**src/rtl/sync_fifo_pkg.sv**
```systemverilog
// Shared helpers for the FIFO family: pointer/count width derivation and
// wrap-aware pointer increment for arbitrary (non power-of-two) depths.
package sync_fifo_pkg;

  // Address width for a DEPTH-entry array; a 1-entry array still needs one bit.
  function automatic int unsigned ptr_w(input int unsigned depth);
    return (depth > 1) ? $clog2(depth) : 1;
  endfunction

  // Occupancy must represent 0..DEPTH inclusive.
  function automatic int unsigned cnt_w(input int unsigned depth);
    return $clog2(depth + 1);
  endfunction

  function automatic int unsigned next_ptr(input int unsigned ptr,
                                           input int unsigned depth);
    return (ptr == depth - 1) ? 0 : ptr + 1;
  endfunction

  typedef struct packed {
    logic overflow;
    logic underflow;
  } fifo_err_t;

endpackage

```
**src/rtl/fifo_mem.sv**
```systemverilog
// DEPTH x WIDTH storage: one synchronous write port, one asynchronous read
// port. Contents are intentionally not reset.
module fifo_mem #(
  parameter int WIDTH = 8,
  parameter int DEPTH = 16,
  parameter int PTR_W = 4
) (
  input  logic             clk,
  input  logic             wr_en,
  input  logic [PTR_W-1:0] waddr,
  input  logic [WIDTH-1:0] wdata,
  input  logic [PTR_W-1:0] raddr,
  output logic [WIDTH-1:0] rdata
);

  logic [WIDTH-1:0] mem [DEPTH];

  always_ff @(posedge clk) begin
    if (wr_en) begin
      mem[waddr] <= wdata;
    end
  end

  assign rdata = mem[raddr];

endmodule

```
**src/rtl/sync_fifo_prog.sv**
```systemverilog
// Parametrised single-clock FIFO with occupancy count, programmable almost
// thresholds, optional first-word-fall-through and sticky error flags.
module sync_fifo_prog
  import sync_fifo_pkg::*;
#(
  parameter int WIDTH = 8,
  parameter int DEPTH = 16,
  parameter int FWFT  = 0,
  localparam int CNT_W = cnt_w(DEPTH),
  localparam int PTR_W = ptr_w(DEPTH)
) (
  input  logic             clk,
  input  logic             res,
  input  logic             wr_en,
  input  logic [WIDTH-1:0] wdata,
  input  logic             rd_en,
  output logic [WIDTH-1:0] rdata,
  output logic             rvalid,
  output logic             full,
  output logic             empty,
  output logic             almost_full,
  output logic             almost_empty,
  input  logic [CNT_W-1:0] af_level,
  input  logic [CNT_W-1:0] ae_level,
  output logic [CNT_W-1:0] count,
  output logic             overflow,
  output logic             underflow,
  input  logic             err_clr
);

  // Handshake: a write is taken when wr_en is high and there is room, where
  // a read accepted in the same cycle counts as room; a read is taken when
  // rd_en is high and the FIFO is non-empty. Rejected requests are dropped
  // and recorded in the sticky overflow/underflow flags.

  logic [PTR_W-1:0] wr_ptr;
  logic [PTR_W-1:0] rd_ptr;
  logic [WIDTH-1:0] mem_rdata;
  logic             rd_accept;
  logic             wr_accept;
  fifo_err_t        err_set;

  assign full         = (count == CNT_W'(DEPTH));
  assign empty        = (count == '0);
  assign almost_full  = (count >= af_level);
  assign almost_empty = (count <= ae_level);

  assign rd_accept = rd_en & ~empty;
  assign wr_accept = wr_en & (~full | rd_accept);

  assign err_set.overflow  = wr_en & full & ~rd_accept;
  assign err_set.underflow = rd_en & empty;

  fifo_mem #(
    .WIDTH (WIDTH),
    .DEPTH (DEPTH),
    .PTR_W (PTR_W)
  ) u_mem (
    .clk   (clk),
    .wr_en (wr_accept),
    .waddr (wr_ptr),
    .wdata (wdata),
    .raddr (rd_ptr),
    .rdata (mem_rdata)
  );

  always_ff @(posedge clk or negedge res) begin
    if (!res) begin
      wr_ptr <= '0;
      rd_ptr <= '0;
      count  <= '0;
    end else begin
      if (wr_accept) begin
        wr_ptr <= PTR_W'(next_ptr(32'(wr_ptr), DEPTH));
      end
      if (rd_accept) begin
        rd_ptr <= PTR_W'(next_ptr(32'(rd_ptr), DEPTH));
      end
      case ({wr_accept, rd_accept})
        2'b10:   count <= count + CNT_W'(1);
        2'b01:   count <= count - CNT_W'(1);
        default: count <= count;
      endcase
    end
  end

  // A fresh error wins over a coincident clear so no event is ever lost.
  always_ff @(posedge clk or negedge res) begin
    if (!res) begin
      overflow  <= 1'b0;
      underflow <= 1'b0;
    end else begin
      overflow  <= err_set.overflow  | (overflow  & ~err_clr);
      underflow <= err_set.underflow | (underflow & ~err_clr);
    end
  end

  if (FWFT != 0) begin : g_fwft
    assign rdata  = mem_rdata;
    assign rvalid = ~empty;
  end else begin : g_std
    logic [WIDTH-1:0] rdata_q;
    logic             rvalid_q;

    always_ff @(posedge clk or negedge res) begin
      if (!res) begin
        rdata_q  <= '0;
        rvalid_q <= 1'b0;
      end else begin
        rvalid_q <= rd_accept;
        if (rd_accept) begin
          rdata_q <= mem_rdata;
        end
      end
    end

    assign rdata  = rdata_q;
    assign rvalid = rvalid_q;
  end

endmodule

```
**config.mk**
```make
export PLATFORM = sky130hd
export DESIGN_NAME = sync_fifo_prog
export DESIGN_NICKNAME = d
export VERILOG_FILES = /design/src/rtl/sync_fifo_pkg.sv /design/src/rtl/fifo_mem.sv /design/src/rtl/sync_fifo_prog.sv
export SDC_FILE = /design/constraint.sdc
export NUM_CORES = 1
export LEC_CHECK = 0
export CORE_MARGIN = 8
export CORE_UTILIZATION = 63
export DETAILED_ROUTE_END_ITERATION = 10
export PLACE_DENSITY_LB_ADDON = 0.05
export SLEW_MARGIN = 20
export SYNTH_ARGS = -nofsm -noshare
export SYNTH_HDL_FRONTEND = slang
export SYNTH_SLANG_ARGS = --single-unit
```
**constraint.sdc**
```tcl
create_clock -name clk -period 4.4 [get_ports clk]
set_clock_uncertainty 0.2 [all_clocks]
set_input_delay 0.66 -clock clk [delete_from_list [all_inputs] [get_ports clk]]
set_output_delay 0.66 -clock clk [all_outputs]
set_load 0.01 [all_outputs]
```
-- Yosys cells after proc, flatten, opt, wreduce, memory -nomap -nowiden
Memory sizes are Yosys's and may differ from the RTL's. A register that Yosys moved wholly into a read port is not among the register bits.
Index checks and enable logic that the tools add are counted.
- bits of input ports: 23
- latch bits: 0
- word-level logic and storage cells: 40
- RAM bits: 128
- output and inout bits: 20
- register bits after elaboration: 16
- memory bits (read-only): 0
- memories kept: 1
- memory list (memory ; words ; bits a word ; rd ports ; clocked after Yosys merged registers in ; write ports ; RTL line ; RTL):
    u_mem.mem ; 16 ; 8 ; 1 ; 1 ; 1 ; fifo_mem.sv:16 ; logic [WIDTH-1:0] mem [DEPTH];
- bitwise logic cells: 14
- shift operators: 0
- div/mod/pow operators: 0
- magnitude comparators: 2
- reductions and logical operators: 3
- equality and inequality tests: 5
- multipliers: 0
- muxes and demuxes: 5
- $add $sub $neg: 4
- operator list (cell ; number):
    $pmux 5 s2 ; 1
    $add 4x1->4 const B ; 2
    $eq 4x4->1 const B ; 2
    $mux 4 ; 2
    $and 1x1->1 ; 7
    $add 5x1->5 const B ; 1
    $eq 5x5->1 const B ; 1
    $ge 5x5->1 ; 1
    $le 5x5->1 ; 1
    $logic_not 5->1 ; 1
    $sub 5x1->5 const B ; 1
    $not 1->1 ; 4
    $or 1x1->1 ; 3
    $eq 2x1->1 const B ; 1
    $eq 2x2->1 const B ; 1
    $mux 1 ; 2
    $reduce_bool 2->1 ; 1
    $logic_not 1->1 ; 1

-- Logic depth before layout (Yosys ltp)
- word-level depth: 7
- mapped depth: 10
- gate-level depth less buffers: 9

-- Cells and area by module
A second synthesis with hierarchy kept.
- cells, all modules: 364
- area total of the unflattened synthesis: 6481.2 um^2
- by module, submodules not included (module ; cells each ; times used ; seq. area each (um^2) ; area an instance (um^2)):
    fifo_mem ; 221 ; 1 ; 3843.7 ; 4987.3
    sync_fifo_prog ; 143 ; 1 ; 600.6 ; 1493.9

-- Worst setup path before layout
No wires, ideal clock.
- path kind: register -> register
- from: reg count[3]
- to: reg count[2]
- period minus slack after synthesis: 2.740 ns
- path buffers: 1
- arrival time: 2.460 ns
- path slack: 1.660 ns
- data required time: 4.120 ns
- cell stages (with the launch flop): 10
- setup time: 0.080 ns
- path through: dfrtp_1 buf_2 or4_4 o21ai_4 nor2_1 xnor2_1 ha_1 or4_1 o21ai_1 xor2_1
- longest elaborated chain between the ends: 7
- elaborated cells on any way between the ends: 11
- classes of those cells: 3 x eq/ne; 1 x mux; 5 x bitwise; 2 x reduce/logical
- RTL lines (item ; RTL line ; RTL):
    from (decl) ; sync_fifo_prog.sv:25 ; output logic [CNT_W-1:0] count,
    from (signal assigned) ; sync_fifo_prog.sv:80 ; 2'b10: count <= count + CNT_W'(1);
    from (signal assigned) ; sync_fifo_prog.sv:81 ; 2'b01: count <= count - CNT_W'(1);
    from (signal assigned) ; sync_fifo_prog.sv:82 ; default: count <= count;
    $logic_not 5->1 ; sync_fifo_prog.sv:44 ; assign empty = (count == '0);
    $not 1->1 ; sync_fifo_prog.sv:48 ; assign rd_accept = rd_en & ~empty;
    $and 1x1->1 ; sync_fifo_prog.sv:48 ;
    $or 1x1->1 ; sync_fifo_prog.sv:49 ; assign wr_accept = wr_en & (~full | rd_accept);
    $and 1x1->1 ; sync_fifo_prog.sv:49 ;
    $eq 2x1->1 or $eq 2x2->1 (tied branches) ; sync_fifo_prog.sv:79 ; case ({wr_accept, rd_accept})
    $pmux 5 s2 or $reduce_bool 2->1 (tied branches) ; -- ;
Parallel ways exist; a longest one is shown, timed or not.
A chain may end at the register's enable or synchronous reset.

-- Worst setup path after layout
- from: in ae_level[1]
- to: out almost_empty
- longest elaborated chain between the ends: 1
- RTL lines (item ; RTL line ; RTL):
    from (decl) ; sync_fifo_prog.sv:24 ; input logic [CNT_W-1:0] ae_level,
    $le 5x5->1 ; sync_fifo_prog.sv:46 ; assign almost_empty = (count <= ae_level);
    to (decl) ; sync_fifo_prog.sv:22 ; output logic almost_empty,
No other way between the ends.

==> impl_metrics.tcl <==
set metrics [dict create \
    cp_max_fo 2 \
    ys_seq_elements 152 \
    p_switching_uw 1420 \
    wirelength_mm 12.6 \
    syn_area_mm2 0.00639 \
    slew_headroom 0.406 \
    cts_hold_buf 0 \
    cellLeakagePower_uw 0.00263 \
    required_ns 3.54 \
    yosys.area.top_type_share 0.601 \
    cp-start-kind "input pin" \
    grtUsageTotal 0.201 \
    status "completed" \
    cts_sinks 152 \
    min_period_over_period 0.810 \
    yosys-top-cells-area "edfxtp_1 (60%), mux4_2 (11%), dfrtp_1 (9.4%)" \
    place_congestion 0.758 \
    grt-ovfl-total 0 \
    wl_per_cell_um 22.6 \
    start_util 0.651 \
    power_density_mw_per_mm2 609 \
    final_cell_mix "edfxtp_1 (128), clkdlybuf4s50_1 (42), mux4_2 (32)" \
    drv_slew 0 \
    swShare 0.312 \
    clk_pin_slew_ns 0.06 \
    yosys.area_share.adder 0.0313 \
    die_h_um 117 \
    antenna_found_initial 0 \
    syn_to_final_growth_pct 16.8 \
    critPathKind "input pin to output pin" \
    finalPower_uw 4550 \
    grt_max_degree 28 \
    portBuffers 42 \
    fin_nets 451 \
    antenna_cells 0 \
    cap_viol_max_count 0 \
    dp_hpwl_mm 8.00 \
    synth.area.mux_share 0.138 \
    die_x_um 117 \
    final_common_cell "edfxtp_1" \
    hold_viol_final 0 \
    synth_cell_types 49 \
    drc_errors 0 \
    grt_pass1_wl_mm 19.5 \
    fin_hold_ws_ns 0.307 \
    synth.net_count 402 \
    synthCells 363 \
    synth_top_family_by_area "multiplexers" \
    io_pins 43 \
    clock_latency_ns 0.52 \
    vdd_drop_max_uv 365 \
    synth_xor_area_frac 0.00822 \
    ctsResizeCount 0 \
    p_int_uw 3130 \
    postCtsSetupBuffers 0 \
    clkPwrFrac 0.289 \
    arrival_ns 2.70 \
    cp-end-kind "output pin" \
    rows 36 \
    fin_tns_setup_ns 0 \
    cts_buffer_depth 2 \
    yosysTopAreaCell "edfxtp_1" \
    antenna_left 0 \
    synth_compound_area_frac 0.0472 \
    ys_warn_count 0 \
    die_area_mm2 0.0136 \
    finalWorstSetupSlack_ns 0.836 \
    yosys.area_share.simple 0.0556 \
    max_freq_mhz 281 \
    htreeDepth 4 \
    post-place-ws_ns 0.825 \
    worstMarginPinSlew_ns 0.892 \
    drive_gt1_frac 0.188 \
    cts_buffers 17 \
    cts_tree "done" \
    num_vias 3387 \
    drt_iter0_markers 335 \
    drt_first_pass_iters 5 \
    cts_root_buf "clkbuf_8" \
    rsz0062_at_grt "no" \
    synth-async-reset-ratio 0.158 \
    hold_path.class "flip-flop to flip-flop" \
    grt_pass1_vias 3496 \
    fin_crit_ns 3.56 \
    synth_ff_type "edfxtp_1" \
    pwr-share-seq 0.453 \
    fin_util 0.761 \
    seq_area_frac_synth 0.695 \
    syn_area_per_cell_um2 17.6 \
    vias_per_cell 6.07 \
    setup_viol_count_final 0 \
    synth-edff-count 128 \
    core_mm2 0.00982 \
    comb_power_share 0.258 \
]
==> registers in the layout, indices dropped and copies added (netlist names) <==
register and count:
underflow 1, overflow 1, rd_ptr 4, u_mem.mem 128, rvalid 1, count 5, wr_ptr 4, rdata 8
==> synth_stat cells (2+ instances only) <==
master / count
nor2b_1: 3
or4_4: 2
nor2_1: 4
clkbuf_1: 5
mux4_2: 32
buf_2: 6
nand4_1: 2
xnor2_1: 4
buf_4: 3
mux2i_1: 16
o221ai_1: 8
nand3_1: 5
nor3_1: 2
edfxtp_1: 128
and2_1: 12
dfrtp_1: 24
o21ai_0: 13
a21oi_1: 5
ha_1: 16
xor2_1: 2
and3_1: 5
a21o_1: 2
o21ai_1: 2
inv_1: 19
nand2_1: 19
==> cells by family (layout without fill, tap and decap cells) <==
logic type	count (synthesis)	count (layout)
DFF	152	152
and+or+nand+nor	63	63
muxes	48	48
AOI/OAI and AO/OA	43	43
buffers and inverters	35	97
adders and majority gates	16	16
xor gates and xnor gates	6	6
==> worst max-delay path, stage by stage <==
cell             delay, ns
clkdlybuf4s50_1       0.45
inv_1                 0.04
ha_1                  0.29
nor2b_1               0.13
o21ai_0               0.18
a21oi_1               0.10
o21a_1                0.17
o22ai_1               0.13
clkdlybuf4s50_1       0.56
==> cell type report <==
cell class | count | area, um^2
repair buffers | 45 | 443
flip-flops and latches | 152 | 4450
multi-input cells | 176 | 1790
fillers | 599 | 2350
well taps | 133 | 166
clock inverters | 14 | 115
inverters | 20 | 77.6
clock buffers | 18 | 428
==> power by group through the flow <==
| stage | logic (uW) | registers [uW] | clock network, uW |
|---|---|---|---|
| after floorplan | 903 | 1920 | 0 |
| after global placement | 1140 | 2080 | 0 |
| after detailed placement | 1180 | 2090 | 0 |
| after CTS | 1190 | 2070 | 1330 |
| after global routing | 1270 | 2100 | 1390 |
| final | 1170 | 2060 | 1310 |
==> metal layers <==
layer | vias to the layer above | track usage | wire, um
li1 | 1535 | - | -
met1 | 1690 | 0.257 | 5200
met2 | 136 | 0.314 | 6190
met3 | 26 | 0.0507 | 954
met4 | 0 | 0.0990 | 286
met5 | - | 0 | 0
==> through the flow <==
stage | cell area (um^2) | instances
after floorplan | 6390 | 363
after global placement | 6920 | 526
after detailed placement | 6920 | 526
after CTS | 7470 | 558
after global routing | 7470 | 558
final | 7470 | 558
==> final timing paths <==
kind,slack (ns),to,depth (start not counted),start
max,0.84,almost_empty,9,ae_level[1]
min,0.31,rdata[2]$_DFFE_PN0N_,2,rdata[2]$_DFFE_PN0N_
max reg2reg,1.27,count[2]$_DFFE_PN0P_,8,count[1]$_DFFE_PN0P_
min reg2reg,0.31,rdata[2]$_DFFE_PN0N_,2,rdata[2]$_DFFE_PN0N_
max in group asynchronous,3.39,rd_ptr[0]$_DFFE_PN0N_,2,res
min in group asynchronous,0.32,overflow$_DFF_PN0_,2,res
Power figures use the tool's default switching activity.
